## src/rtl/serial_to_bits8_c_pkg.sv

```systemverilog
// Shared definitions for the serial receive stage and its transmit-side
// counterpart: comma symbol, default sync run length and link state encoding.
package serial_to_bits8_c_pkg;

    localparam logic [7:0]  COMMA_BC           = 8'hBC;
    localparam int unsigned SYNC_COUNT_DEFAULT = 4;

    typedef enum logic [1:0] {
        SEARCH = 2'd0,
        COUNT  = 2'd1,
        ACTIVE = 2'd2
    } link_state_t;

    function automatic logic is_comma(input logic [7:0] b);
        return (b == COMMA_BC);
    endfunction

endpackage

```

## src/rtl/serial_to_bits8_c_if.sv

```systemverilog
// Receive-stage signal bundle.
//   data_in      : serial bit, MSB of each byte first (into the receiver)
//   Data_out_c   : last complete byte received while the link is active
//   valid_out_c  : Data_out_c holds a non-comma byte
//   active_c     : link synchronised (sticky until reset)
// master = bit-stream source / byte consumer, slave = the receiver.
interface serial_to_bits8_c_if;

    logic       data_in;
    logic [7:0] Data_out_c;
    logic       valid_out_c;
    logic       active_c;

    modport master (
        output data_in,
        input  Data_out_c,
        input  valid_out_c,
        input  active_c
    );

    modport slave (
        input  data_in,
        output Data_out_c,
        output valid_out_c,
        output active_c
    );

endinterface

```

## src/rtl/serial_to_bits8_c.sv

```systemverilog
// Serial-to-parallel receive stage. Deserialises an MSB-first bit stream,
// locks byte alignment on the comma byte, declares the link active after
// SYNC_COUNT consecutive aligned commas, then emits one byte every 8 clocks.
// Ports:
//   clk_32f_c : bit clock, all state on rising edge
//   reset     : asynchronous, active-low
//   bus       : serial_to_bits8_c_if.slave (data_in in; Data_out_c,
//               valid_out_c, active_c out)
module serial_to_bits8_c
    import serial_to_bits8_c_pkg::*;
#(
    parameter int unsigned SYNC_COUNT = SYNC_COUNT_DEFAULT  // 1..7
) (
    input  logic                      clk_32f_c,
    input  logic                      reset,
    serial_to_bits8_c_if.slave        bus
);

    localparam logic [2:0] SYNC_N = 3'(SYNC_COUNT);

    link_state_t r_state;
    logic [7:0]  r_sr;
    logic [2:0]  r_bit_cnt;
    logic [2:0]  r_bc_cnt;
    logic [7:0]  r_data;
    logic        r_valid;
    logic        r_active;

    logic [7:0]  w_byte;
    logic        w_is_comma;
    logic        w_boundary;
    logic [2:0]  w_bc_next;

    // Candidate byte includes the bit being sampled on this edge.
    assign w_byte     = {r_sr[6:0], bus.data_in};
    assign w_is_comma = is_comma(w_byte);
    assign w_boundary = (r_bit_cnt == 3'd7);
    assign w_bc_next  = r_bc_cnt + 3'd1;

    always_ff @(posedge clk_32f_c or negedge reset) begin
        if (!reset) begin
            r_state   <= SEARCH;
            r_sr      <= '0;
            r_bit_cnt <= '0;
            r_bc_cnt  <= '0;
            r_data    <= '0;
            r_valid   <= 1'b0;
            r_active  <= 1'b0;
        end else begin
            r_sr      <= w_byte;
            r_bit_cnt <= r_bit_cnt + 3'd1;

            case (r_state)
                SEARCH: begin
                    // Bit-level hunt: a match fixes alignment so the next
                    // boundary falls 8 edges later.
                    if (w_is_comma) begin
                        r_bit_cnt <= '0;
                        r_bc_cnt  <= 3'd1;
                        if (SYNC_N == 3'd1) begin
                            r_state  <= ACTIVE;
                            r_active <= 1'b1;
                        end else begin
                            r_state <= COUNT;
                        end
                    end
                end

                COUNT: begin
                    if (w_boundary) begin
                        if (w_is_comma) begin
                            if (r_bc_cnt != SYNC_N) begin
                                r_bc_cnt <= w_bc_next;
                            end
                            if (w_bc_next == SYNC_N) begin
                                r_state  <= ACTIVE;
                                r_active <= 1'b1;
                            end
                        end else begin
                            r_bc_cnt <= '0;
                            r_state  <= SEARCH;
                        end
                    end
                end

                ACTIVE: begin
                    // Alignment is locked; commas straddling bytes are ignored.
                    if (w_boundary) begin
                        r_data  <= w_byte;
                        r_valid <= !w_is_comma;
                    end
                end

                default: begin
                    r_state <= SEARCH;
                end
            endcase
        end
    end

    assign bus.Data_out_c  = r_data;
    assign bus.valid_out_c = r_valid;
    assign bus.active_c    = r_active;

endmodule

```

## src/flat_wrapper.sv

```systemverilog
// flat-port wrapper written by rule: the top's interface ports become plain ports
module serial_to_bits8_c_flat import serial_to_bits8_c_pkg::*;
#(
    parameter int unsigned SYNC_COUNT = SYNC_COUNT_DEFAULT         
)
  (clk_32f_c, reset, bus_data_in, bus_Data_out_c, bus_valid_out_c, bus_active_c);
  serial_to_bits8_c_if bus_i ();
  input  logic clk_32f_c;
  input  logic reset;
  input wire logic [$bits(bus_i.data_in)-1:0] bus_data_in;
  output wire logic [$bits(bus_i.Data_out_c)-1:0] bus_Data_out_c;
  output wire logic [$bits(bus_i.valid_out_c)-1:0] bus_valid_out_c;
  output wire logic [$bits(bus_i.active_c)-1:0] bus_active_c;
  assign bus_i.data_in = bus_data_in;
  assign bus_Data_out_c = bus_i.Data_out_c;
  assign bus_valid_out_c = bus_i.valid_out_c;
  assign bus_active_c = bus_i.active_c;
  serial_to_bits8_c #(.SYNC_COUNT(SYNC_COUNT)) u_core (.clk_32f_c(clk_32f_c), .reset(reset), .bus(bus_i));
endmodule
```

## config.mk

```make
export PLATFORM = sky130hd
export DESIGN_NAME = serial_to_bits8_c_flat
export DESIGN_NICKNAME = d
export VERILOG_FILES = /design/src/rtl/serial_to_bits8_c_pkg.sv /design/src/rtl/serial_to_bits8_c_if.sv /design/src/rtl/serial_to_bits8_c.sv /design/src/flat_wrapper.sv
export SDC_FILE = /design/constraint.sdc
export NUM_CORES = 1
export LEC_CHECK = 0
export BUFFER_PORTS_ARGS = -buffer_cell sky130_fd_sc_hd__buf_2
export CAP_MARGIN = 20
export CORE_MARGIN = 4
export CORE_UTILIZATION = 54
export DETAILED_ROUTE_END_ITERATION = 7
export PLACE_DENSITY_LB_ADDON = 0.3
export SETUP_SLACK_MARGIN = 0.05
export SLEW_MARGIN = 20
export SYNTH_ARGS = -nofsm -noshare
export SYNTH_HDL_FRONTEND = slang
export SYNTH_SLANG_ARGS = --single-unit
```

## constraint.sdc

```tcl
create_clock -name clk_32f_c -period 2.2 [get_ports clk_32f_c]
set_clock_uncertainty 0.2 [all_clocks]
set_input_delay 0.55 -clock clk_32f_c [delete_from_list [all_inputs] [get_ports clk_32f_c]]
set_output_delay 0.55 -clock clk_32f_c [all_outputs]
set_load 0.1 [all_outputs]
```

# == Yosys cells after proc, flatten, opt, wreduce, memory -nomap -nowiden ==
# Index checks and enable logic that the tools add are counted.
# word_totals
reg_bits,25
out_inout_bits,10
# classes
add_sub_neg,2
n_eq_ne,10
n_mux,12
n_bitwise,1
n_reduce_logical,7
# ops
cell,n
3-bit 2-to-1 mux,6
4-bit AND reduction,3
"3-bit inequality test, second input constant",3
"8-bit == test, second input constant",1
2-bit 2-to-1 mux,4
"3-bit by 1-bit adder with 3-bit output, second input constant",2
"3-bit == test, second input constant",2
2-bit one-hot mux with 3 select lines,1
3-bit one-hot mux with 2 select lines,1
"2-bit by 1-bit inequality test with 1-bit output, second input constant",2
"2-bit by 1-bit == test with 1-bit output, second input constant",1
"2-bit == test, second input constant",1
2-bit logical NOT,1
2-bit AND reduction,1
2-bit nonzero test,1
1-bit logical NOT,1
1-bit inverter,1

# == Depth between registers and ports, before layout ==
# logic_depth
depth_word,6
depth_mapped,6
ltp_nobuf,6

# == Least setup slack after synthesis ==
# OpenSTA, ideal clock, no wires.
# synth_path
kind,register -> register
from,register u_core.r_bit_cnt[0]
to,register u_core.r_bc_cnt[0]
setup_time_ps,125
t_arrival_ps,1524
setup_slack_ps,351
path_stages_with_launch,6
path_buffers,0
synth_period_minus_slack_ps,1849
cell_sequence,dfrtp_1 > ha_1 > ha_1 > and3_1 > mux2i_4 > mux2_4
# synth_between
elab_chain_len,3
# synth_rtl
item,line,source
from (decl),serial_to_bits8_c.sv:23,logic [2:0] r_bit_cnt;
from (signal assigned),serial_to_bits8_c.sv:51,r_bit_cnt <= r_bit_cnt + 3'd1;
3-bit == test,serial_to_bits8_c.sv:37,assign w_boundary = (r_bit_cnt == 3'd7);
2-bit by 1-bit inequality test with 1-bit output (no source line),n/a,
4-bit AND reduction (no source line),n/a,
to (signal assigned),serial_to_bits8_c.sv:73,r_bc_cnt <= w_bc_next;
to (decl),serial_to_bits8_c.sv:24,logic [2:0] r_bc_cnt;
# Every way passes these cells.
# A chain may end at the register's enable or synchronous reset.

# == Final worst setup path ==
# layout_path
from,register u_core.r_bit_cnt[0]
to,register u_core.r_bc_cnt[2]
# Same word-level chain as after synthesis.

==> metrics.md <==
| Metric | Value |
|---|---|
| Number of global-route vias before repair | 653 |
| Setup TNS | 0 ps |
| Vias | 594 |
| Post-route ant nets | 0 |
| Leak | 0.000549 uW |
| Root Buffer | clkbuf_4 |
| Synth Warn # | 0 |
| Fillers | 131 |
| Sw Share | 0.279 |
| WP data required | 2210 ps |
| Clock sink total | 25 |
| Peak Freq | 0.517 GHz |
| Top cell type's share of synthesized area | 0.601 |
| Total CTS buffers | 3 |
| Maximum VDD drop | 0.560 mV |
| Crit path DAT | 1950 ps |
| Cells on worst reg2reg path | 5 |
| Final Hold Slack | 158 ps |
| Horiz. Die Dim | 51.9 um |
| Layout cells sized above 1 | 0.375 |
| Clock power frac | 0.264 |
| First-pass GRT wire length | 2840 um |
| Type of origin of the critical path | flip-flop |
| Int Pwr | 557 uW |
| Syn_nets | 79 |
| Hold Path Cell Cnt | 1 |
| Core area | 0.00178 mm2 |
| Most frequent cells in the layout | dfrtp_1, buf_2, mux2_2 |
| Register area | 626 um2 |
| Net Sw Power | 216 uW |
| Starting Density | 0.584 |
| CTS tree | done |
| Routed WL | 1590 um |
| Status | finished, final reports clean |
| DR vias/cell | 5.26 |
| Overall die height | 51.9 um |
| Clock tree buffer depth | 2 |
| Gr usage total | 0.144 |
| CTS clk-pin slew, worst paths | 140 ps |
| GP Congestion | 0.903 |
| Layout Nets | 97 |
| CP Capture Type | flip-flop |
| CP Cell Sequence | ha_1, ha_1, and3_1, mux2i_4, mux2_4 |
| Area contributors post-synth | dfrtp_1, mux2_2, ha_1 |
| Flop and latch count out of synthesis | 25 |
| Slew Viols, Final | 0 |
| Clk_lat worst skew | 310 ps |
| Pwr Density | 658 mW/mm2 |
| IO Count | 13 |
| Die area | 0.00269 mm2 |
| HP Class | primary input to flip-flop |
| Final hold vios | 0 |
| Worst slew margin | 0.644 |
| Row Count | 15 |
| Actual slew at the worst max-slew pin | 534 ps |
| Min Tclk post-route | 1940 ps |
| CP dominant cell by count | ha_1 |
| Multi-input logic area | 395 um2 |
| Most common cell after layout, fill and taps aside | dfrtp_1 |
| RSZ-0062 raised after global routing | false |
| Crit-path max FO | 5 |
| Power share of the sequential group | 0.624 |
| Hpwl dp | 1150 um |
| Number of detailed-route iterations in the first pass | 4 |
| Tcrit/Tclk final | 0.880 |
| Iter 0 DRT Violations | 9 |
| Max_cap viols | 0 |
| CTS resizes | 0 |
| Synthesized instance count | 71 |
| Syn Area/Cell | 14.7 um2 |
| Max incr delay on CP | 400 ps |
| Setup CP Type | flip-flop to flip-flop |
| Synth cell types | 26 |
| ANT cells | 0 |
| Final setup viols | 0 |
| Largest net degree at the start of global routing | 26 |
| Logic pwr share | 0.112 |
| Post-synth top area cell | dfrtp_1 |
| Initial antenna violation count | 0 |
| DR DRC count | 0 |
| Post-synthesis instance area | 0.00104 mm2 |
| Grt total ovfl | 0 |
| Crit-path slowest cell | dfrtp_1 |
| DR WL/cell | 14.0 um |
| CTS H-tree depth | 1 |
| Port bufs | 12 |
| Post-synthesis sequential area ratio | 0.601 |
| Area grow syn2layout | 12.9% |
## through the flow
step                 util  cell area [um2]  total power (uW)  cells  setup WS (ps)
global placement    0.636             1130               576    108            256
finish              0.659             1170               773    113            265
CTS                 0.659             1170               784    113            268
floorplan               -             1040               555     71            351
global route        0.659             1170               804    113            184
detailed placement  0.636             1130               578    108            235
## power groups by stage
| stage | combinational, uW | clock, uW | sequential (uW) |
|---|---|---|---|
| after global routing | 91.0 | 228 | 485 |
| final | 86.5 | 204 | 482 |
| after floorplan | 9.05 | 0 | 546 |
| after CTS | 87.5 | 214 | 483 |
| after global placement | 85.6 | 0 | 491 |
| after detailed placement | 86.2 | 0 | 491 |
## cell usage after synthesis
cell type  count
dfrtp_1       25
mux2_2         8
ha_1           5
inv_1          4
and2_1         2
mux2_4         2
nand2_1        2
nand3_1        2
nor2_1         2
nor2b_1        2
o21ai_0        2
a21oi_1        1
a311oi_2       1
a41o_1         1
and3_1         1
and4_2         1
and4b_2        1
buf_2          1
mux2i_1        1
mux2i_4        1
nand3b_1       1
nand4_4        1
nor2b_4        1
nor3b_1        1
o22ai_1        1
or3_1          1
## sequential cells by signal, summed over array words and instances (netlist names)
signal / cells
u_core.bus.Data_out_c: 8
u_core.bus.active_c: 1
u_core.bus.valid_out_c: 1
u_core.r_bc_cnt: 3
u_core.r_bit_cnt: 3
u_core.r_sr: 7
u_core.r_state: 2
## cell type report
class | count | share of cell area
sequential | 25 | 0.532
inverter | 4 | 0.0128
clock inverter | 1 | 0.00639
clock buffer | 3 | 0.0192
tap | 25 | 0.0266
timing repair buffer | 14 | 0.0660
multi-input combinational | 41 | 0.337
## path summary, 6_finish.rpt
check | from | end | slack, ps
setup / recovery | u_core.r_bit_cnt[0]$_DFF_PN0_ | u_core.r_bc_cnt[2]$_DFFE_PN0P_ | 260
hold / removal | bus_data_in | u_core.r_sr[0]$_DFF_PN0_ | 160
setup reg to reg | u_core.r_bit_cnt[0]$_DFF_PN0_ | u_core.r_bc_cnt[2]$_DFFE_PN0P_ | 260
hold reg to reg | u_core.r_sr[4]$_DFF_PN0_ | u_core.r_sr[5]$_DFF_PN0_ | 210
max in group asynchronous | reset | u_core.r_bc_cnt[1]$_DFFE_PN0P_ | 910
min in group asynchronous | reset | u_core.bus.Data_out_c[7]$_DFFE_PN0P_ | 530
## per-layer routing
layer  track usage  vias up  part of all wire
li1              -      283                 -
met1         0.195      296              0.49
met2         0.224       13              0.46
met3        0.0344        2             0.033
met4        0.0524        0            0.0082
met5             0        -                 0
## critical path: cells and delay by family (launching register included)
| kind | cells | cell delay [ps] |
|---|---|---|
| and+or+nand+nor | 1 | 240 |
| DFF | 1 | 400 |
| adders and majority gates | 2 | 470 |
| muxes | 2 | 520 |
## what timing repair did
action	CTS	global route
hold endpoints to repair	21	0
hold buffers	1	0
setup buffers	0	0
## cell families after synthesis
family / synth area share
compound gates: 0.0445
fa+ha+maj: 0.0601
buf+inv: 0.0192
flops: 0.601
mux: 0.147
simple gates: 0.129
Power figures use the tool's default switching activity.
